==> src/rtl/ixc_assign_pipe.sv <==
// ixc_assign_pipe: WIDTH-bit elastic buffer of DEPTH entries moving R to L with valid/ready on both sides.
// Optional per-entry parity with sticky par_err when IXC_ASSIGN_PIPE_PARITY_EN is defined.
module ixc_assign_pipe #(
    parameter int WIDTH = 32,
    parameter int DEPTH = 2,
    localparam int CW = $clog2(DEPTH + 1)
) (
    input  logic             clk,
    input  logic             rst_n,
    input  logic [WIDTH-1:0] R,
    input  logic             r_valid,
    output logic             r_ready,
    output logic [WIDTH-1:0] L,
    output logic             l_valid,
    input  logic             l_ready,
`ifdef IXC_ASSIGN_PIPE_PARITY_EN
    output logic             par_err,
`endif
    output logic [CW-1:0]    count
);

    localparam int PW = (DEPTH > 1) ? $clog2(DEPTH) : 1;
`ifdef IXC_ASSIGN_PIPE_PARITY_EN
    localparam int EW = WIDTH + 1;
`else
    localparam int EW = WIDTH;
`endif

    // Handshake: a word moves on R when r_valid&r_ready at a rising edge and
    // on L when l_valid&l_ready at a rising edge; neither ready depends
    // combinationally on the opposite side's valid or ready.

    logic [EW-1:0]    mem [DEPTH];
    logic [PW-1:0]    wr_ptr;
    logic [PW-1:0]    rd_ptr;
    logic [PW-1:0]    rd_ptr_inc;
    logic [CW-1:0]    count_q;
    logic [CW-1:0]    count_next;
    logic             r_ready_q;
    logic [WIDTH-1:0] l_q;
    logic             push;
    logic             pop;
    logic [EW-1:0]    wr_word;
    logic             head_load;
    logic [EW-1:0]    head_word;

    function automatic logic [PW-1:0] ptr_inc(input logic [PW-1:0] p);
        return (p == PW'(DEPTH - 1)) ? '0 : p + PW'(1);
    endfunction

    assign push       = r_valid & r_ready_q;
    assign pop        = l_valid & l_ready;
    assign rd_ptr_inc = ptr_inc(rd_ptr);

`ifdef IXC_ASSIGN_PIPE_PARITY_EN
    assign wr_word = {^R, R};
`else
    assign wr_word = R;
`endif

    always_comb begin
        count_next = count_q;
        case ({push, pop})
            2'b10:   count_next = count_q + CW'(1);
            2'b01:   count_next = count_q - CW'(1);
            default: count_next = count_q;
        endcase
    end

    // The head register reloads whenever the word at the front changes:
    // straight from R when the buffer is (or is about to become) otherwise
    // empty, else from the entry behind the one being popped. It holds the
    // last popped word when the buffer drains.
    always_comb begin
        head_load = 1'b0;
        head_word = mem[rd_ptr_inc];
        if (push && ((count_q == '0) || (pop && (count_q == CW'(1))))) begin
            head_load = 1'b1;
            head_word = wr_word;
        end else if (pop && (count_q > CW'(1))) begin
            head_load = 1'b1;
            head_word = mem[rd_ptr_inc];
        end
    end

    always_ff @(posedge clk) begin
        if (push) begin
            mem[wr_ptr] <= wr_word;
        end
    end

    always_ff @(posedge clk or negedge rst_n) begin
        if (!rst_n) begin
            wr_ptr    <= '0;
            rd_ptr    <= '0;
            count_q   <= '0;
            r_ready_q <= 1'b0;
        end else begin
            if (push) begin
                wr_ptr <= ptr_inc(wr_ptr);
            end
            if (pop) begin
                rd_ptr <= rd_ptr_inc;
            end
            count_q   <= count_next;
            r_ready_q <= (count_next < CW'(DEPTH));
        end
    end

    always_ff @(posedge clk or negedge rst_n) begin
        if (!rst_n) begin
            l_q <= '0;
        end else if (head_load) begin
            l_q <= head_word[WIDTH-1:0];
        end
    end

`ifdef IXC_ASSIGN_PIPE_PARITY_EN
    logic l_par_q;
    logic par_err_q;

    always_ff @(posedge clk or negedge rst_n) begin
        if (!rst_n) begin
            l_par_q   <= 1'b0;
            par_err_q <= 1'b0;
        end else begin
            if (head_load) begin
                l_par_q <= head_word[WIDTH];
            end
            if (pop && (l_par_q != ^l_q)) begin
                par_err_q <= 1'b1;
            end
        end
    end

    assign par_err = par_err_q;
`endif

    assign r_ready = r_ready_q;
    assign L       = l_q;
    assign l_valid = (count_q != '0);
    assign count   = count_q;

endmodule
==> config.mk <==
export PLATFORM = sky130hd
export DESIGN_NAME = ixc_assign_pipe
export DESIGN_NICKNAME = d
export VERILOG_FILES = /design/src/rtl/ixc_assign_pipe.sv
export SDC_FILE = /design/constraint.sdc
export NUM_CORES = 1
export LEC_CHECK = 0
export BUFFER_PORTS_ARGS = -buffer_cell sky130_fd_sc_hd__buf_4
export CAP_MARGIN = 10
export CORE_MARGIN = 1
export CORE_UTILIZATION = 56
export DETAILED_ROUTE_END_ITERATION = 8
export PLACE_DENSITY_LB_ADDON = 0.25
export REMOVE_ABC_BUFFERS = 1
export SLEW_MARGIN = 30
export SYNTH_ARGS = -nofsm -noshare
export SYNTH_HDL_FRONTEND = slang
export SYNTH_SLANG_ARGS = --single-unit
==> constraint.sdc <==
create_clock -name clk -period 3.3 [get_ports clk]
set_input_delay 0.33 -clock clk [delete_from_list [all_inputs] [get_ports clk]]
set_output_delay 0.33 -clock clk [all_outputs]
set_load 0.05 [all_outputs]
After elaboration in Yosys (flattened, before gate mapping)
Memory sizes are Yosys's and may differ from the RTL's.
Cells that the tools add are included.
{"block": "word_totals", "reg_bits": 37, "latchBits": 0, "mem_bits_rw": 64, "rom_bits": 0, "output_inout_bits": 36, "n_memories": 1}
{"block": "op_classes", "add_sub_neg": 4, "n_mul": 0, "div_mod_pow": 0, "order_cmp": 2, "n_eq_ne": 3, "shift": 0, "muxes": 8, "bitwise": 2, "reduce_logical": 6}
{"name": "mem", "depth": 2, "word_bits": 32, "read_ports": 1, "rd_ports_with_merged_regs": 0, "write_ports": 1, "line_no": "33", "source": "logic [EW-1:0] mem [DEPTH];"}
{"cell": "$mux 32", "n": 1}
{"cell": "$mux 1", "n": 6}
{"cell": "$eq 2x1->1 const B", "n": 2}
{"cell": "$pmux 2 s2", "n": 1}
{"cell": "$logic_and 1x1->1", "n": 3}
{"cell": "$add 1x1->1 const B", "n": 2}
{"cell": "$add 2x1->2 const B", "n": 1}
{"cell": "$and 1x1->1", "n": 2}
{"cell": "$eq 2x2->1 const B", "n": 1}
{"cell": "$gt 2x1->1 const B", "n": 1}
{"cell": "$logic_not 2->1", "n": 1}
{"cell": "$lt 2x2->1 const B", "n": 1}
{"cell": "$reduce_bool 2->1", "n": 1}
{"cell": "$sub 2x1->2 const B", "n": 1}
{"cell": "$logic_or 1x1->1", "n": 1}

Logic depth before layout (Yosys ltp)
{"block": "depth", "depth_word": 6, "mapped_depth": 7}

Least setup slack after synthesis
No wires, ideal clock.
{"block": "synth_path", "path_kind": "register -> register", "from": "register r_ready_q, in the netlist r_ready", "to": "memory mem[0][0] in the netlist's numbering (enable)", "arrival_ns": 2.331, "t_required_ns": 2.879, "path_slack_ns": 0.547, "path_stages_with_launch": 3, "path_cell_list": "dfrtp_1 -> nand2_2 -> nor2_1"}
{"block": "synth_between", "elab_chain_len": 3}
{"element": "start: declaration", "line_no": "39", "source": "logic r_ready_q;"}
{"element": "start signal: assignment", "line_no": "106", "source": "r_ready_q <= (count_next < CW'(DEPTH));"}
{"element": "$and 1x1->1", "line_no": "51", "source": "assign push = r_valid & r_ready_q;"}
{"element": "$mux 1", "line_no": "87", "source": "if (push) begin"}
{"element": "$mux 1 (not written as such)", "line_no": "88", "source": "mem[wr_ptr] <= wr_word;"}
{"element": "end: declaration", "line_no": "33"}
Every way passes these cells.

Worst setup path after layout
{"block": "layout_path", "from": "register count_q[0], in the netlist count[0]", "to": "register l_q[25], in the netlist L[25]"}
{"block": "layout_between", "elab_chain_len": 6}
{"element": "start: declaration", "line_no": "37", "source": "logic [CW-1:0] count_q;"}
{"element": "start signal: assignment", "line_no": "105", "source": "count_q <= count_next;"}
{"element": "$reduce_bool 2->1", "line_no": "141", "source": "assign l_valid = (count_q != '0);"}
{"element": "$and 1x1->1", "line_no": "52", "source": "assign pop = l_valid & l_ready;"}
{"element": "$logic_and 1x1->1", "line_no": "77", "source": "if (push && ((count_q == '0) || (pop && (count_q == CW'(1))))) begin"}
{"element": "$logic_or 1x1->1", "line_no": "77"}
{"element": "$logic_and 1x1->1", "line_no": "77"}
{"element": "$mux 32 or $mux 1 (tied branches)", "line_no": "77"}
{"element": "end signal: assignment", "line_no": "114", "source": "l_q <= head_word[WIDTH-1:0];"}
{"element": "end: declaration", "line_no": "40", "source": "logic [WIDTH-1:0] l_q;"}
Several ways; a longest one is shown, not always the timed one.
A chain may end at the register's enable or synchronous reset.

==> impl_metrics.py <==
metrics = {
    "synthesis": {
        "yosys-top-cells-area": "edfxtp_1 (43%), dfrtp_1 (21%), mux2_4 (20%), mux2_2 (9.3%), buf_6 (1.5%)",
        "yosysWarnings": 0,
        "avgSynthCellArea_um2": 19.38,
        "synth_largest_area_cell": "edfxtp_1",
        "ys_seq_area_frac": 0.6390,
        "yosysTopAreaCellShare": 0.4312,
        "ys_types": 24,
        "ys_ff_latch": 101,
        "synth_area_um2": 4457,
        "syn_inst": 230,
    },
    "sta": {
        "max_clock_freq_mhz": 410.1,
        "skew_ps": 14.83,
        "setup_viol": 0,
        "relSlewSlack": 0.3812,
        "tightest_slew_ps": 926.8,
        "holdWs_ps": 150.0,
        "hold_viol": 0,
        "period_share": 0.7388,
        "tns_ps": 0,
        "slew_violations": 0,
        "rsz0062_at_grt": "no",
        "fin_crit_ps": 2438,
    },
    "clock_network": {
        "insertion_delay_ps": 360,
        "numCtsBuffers": 9,
        "cts.sinks": 101,
        "cts_tree": "done",
        "path_clk_slew_ps": 100,
        "cts.htree.levels": 3,
        "cts-root-buf": "clkbuf_8",
        "cts.path.max_buffers": 2,
        "cts_resized": 0,
    },
    "detailed_routing": {
        "drt_iter0_drc": 98,
        "firstDrtPassIters": 4,
        "drtAntennaViolNets": 0,
        "vias": 2196,
        "drcViolationCount": 0,
        "viasPerCell": 5.292,
        "routed_wl_mm": 7.611,
        "wire_per_inst_um": 18.34,
    },
    "placed_design": {
        "gp_routability_congestion": 0.6944,
        "hpwl_mm": 4.712,
        "io_buffers": 71,
        "dp.cells": 398,
    },
    "global_routing": {
        "grt_start_max_net_pins": 38,
        "grt_overflow_total": 0,
        "grt_pass1_wl_mm": 12.34,
        "grt_pass1_vias": 2355,
        "grt_use_total": 0.1994,
        "grt_antenna_before_repair": 0,
    },
    "floorplan": {
        "ios": 72,
        "rows": 32,
        "coreArea_um2": 7727,
        "start_util": 0.5767,
        "die_h_um": 91.21,
        "die_area_um2": 8319,
        "die_w_um": 91.21,
    },
    "finish": {
        "area_growth_pct": 18.61,
        "diodes": 0,
        "multi_input_area_um2": 1483,
        "seq_area_um2": 2849,
        "fillers": 526,
        "nets": 346,
        "instances_no_fill": 415,
        "drive_above_1_share": 0.6102,
    },
    "critical_path": {
        "crit_fanout": 22,
        "startpoint_type": "register",
        "crit_path_end_kind": "register",
        "cp_data_required_time_ps": 3540,
        "critical_path_class": "register to register",
        "arrival_ps": 2680,
    },
    "power": {
        "intPower_uw": 3469,
        "p_seq_frac": 0.351,
        "comb_power_share": 0.498,
        "power_switching_uw": 2161,
        "power.share.switching": 0.3839,
        "pwr-share-clk": 0.150,
        "power_density_nw_per_um2": 1065,
        "power_leakage_uw": 0.002179,
        "irDropWorstVdd_mv": 0.7635,
    },
    "run_status": {
        "status": "completed",
    },
    "hold_path": {
        "hp-class": "input pin to register",
    },
    "job": {
        "maxCapViolations": 0,
    },
}
-- routing by layer --
layer / GRT usage / wire length (um) / up-vias
met3: 0.04104 / 307 / 12
li1: - / - / 1018
met1: 0.2823 / 3724 / 1117
met2: 0.3024 / 3443 / 49
met5: 0 / 0 / -
met4: 0.08333 / 136 / 0
-- repair_timing --
action,CTS,global route
hold buffers,1,0
buffers inserted,0,0
hold endpoints to repair,37,0
-- cells in the mapped netlist --
cell,instances
nor2_4,1
a21oi_2,1
xnor2_1,4
nor2_1,1
o2bb2ai_2,1
a21o_1,1
o31ai_1,1
nand2_1,1
nand2_2,1
nand3_1,1
buf_12,3
a311oi_1,1
dfrtp_1,37
mux2_1,1
buf_4,1
inv_1,3
buf_6,6
a21oi_1,2
mux2_2,37
ha_1,2
mux2_4,58
edfxtp_1,64
mux2i_1,1
and3_1,1
-- worst paths after layout --
| kind | start | to | slack [ps] | depth (start not counted) |
|---|---|---|---|---|
| setup / recovery | count[0]$_DFFE_PN0P_ | L[25]$_DFFE_PN0P_ | 860 | 6 |
| hold / removal | R[16] | mem[0][16]$_DFFE_PP_ | 150 | 1 |
| setup reg to reg | count[0]$_DFFE_PN0P_ | L[25]$_DFFE_PN0P_ | 860 | 6 |
| hold reg to reg | L[29]$_DFFE_PN0P_ | L[29]$_DFFE_PN0P_ | 520 | 1 |
| max in group asynchronous | rst_n | rd_ptr$_DFFE_PN0P_ | 2440 | 2 |
| min in group asynchronous | rst_n | L[20]$_DFFE_PN0P_ | 460 | 2 |
-- logic make-up (layout without fill, tap and decap cells) --
logic type      after synthesis  count (layout)  synth area share
mux                          97              97            0.2937
xor+xnor                      4               4          0.007860
buf+inv                      13              96           0.03285
flops                       101             101            0.6390
fa+ha+maj                     2               2          0.005614
simple gates                  6               6          0.008140
compound gates                7               7           0.01292
-- registers in the layout, summed over array words and instances (netlist names), named ones only --
name,count
count,1
mem,64
rd_ptr,1
r_ready,1
L,32
wr_ptr,1
-- power groups by stage --
stage          Clock, uW  Combinational (uW)  Sequential (uW)
2_1_floorplan          0                1320             2780
3_3_place_gp           0                2760             1990
3_5_place_dp           0                2820             2000
4_1_cts              865                2830             1980
5_1_grt              913                2950             2020
6_report             847                2810             1980
-- per-stage QoR --
step	util	power (uW)	setup WS (ps)	cell area, um2
floorplan	-	4105	149.3	4322
global placement	0.6514	4750	970.5	5034
detailed placement	0.6550	4821	859.1	5061
CTS	0.6841	5677	851.9	5286
global route	0.6841	5880	724.5	5286
finish	0.6841	5630	861.8	5286
-- cells in the final DEF, fill, tap and decap left out, types with 2 or more instances in the layout --
cell	netlist	routed
buf_4	1	75
edfxtp_1	64	64
mux2_4	58	58
mux2_2	37	37
dfrtp_1	37	36
clkbuf_8	0	9
xnor2_1	4	4
inv_1	3	3
nor2_4	1	2
a21oi_1	2	2
ha_1	2	2
bufinv_16	0	2
-- worst max-delay path, stage by stage, from the launching register on --
cell,delay [ps]
dfrtp_1,420
inv_1,70
ha_1,240
o31ai_1,420
o2bb2ai_4,470
buf_4,380
mux2_4,320
-- final cells by class --
class,count,share of cell area
timing repair buffer,77,0.1136
tap,102,0.02414
clock inverter,6,0.01657
sequential,101,0.5389
inverter,3,0.002130
multi-input combinational,116,0.2805
clock buffer,10,0.02414
Power figures use the tool's default switching activity.
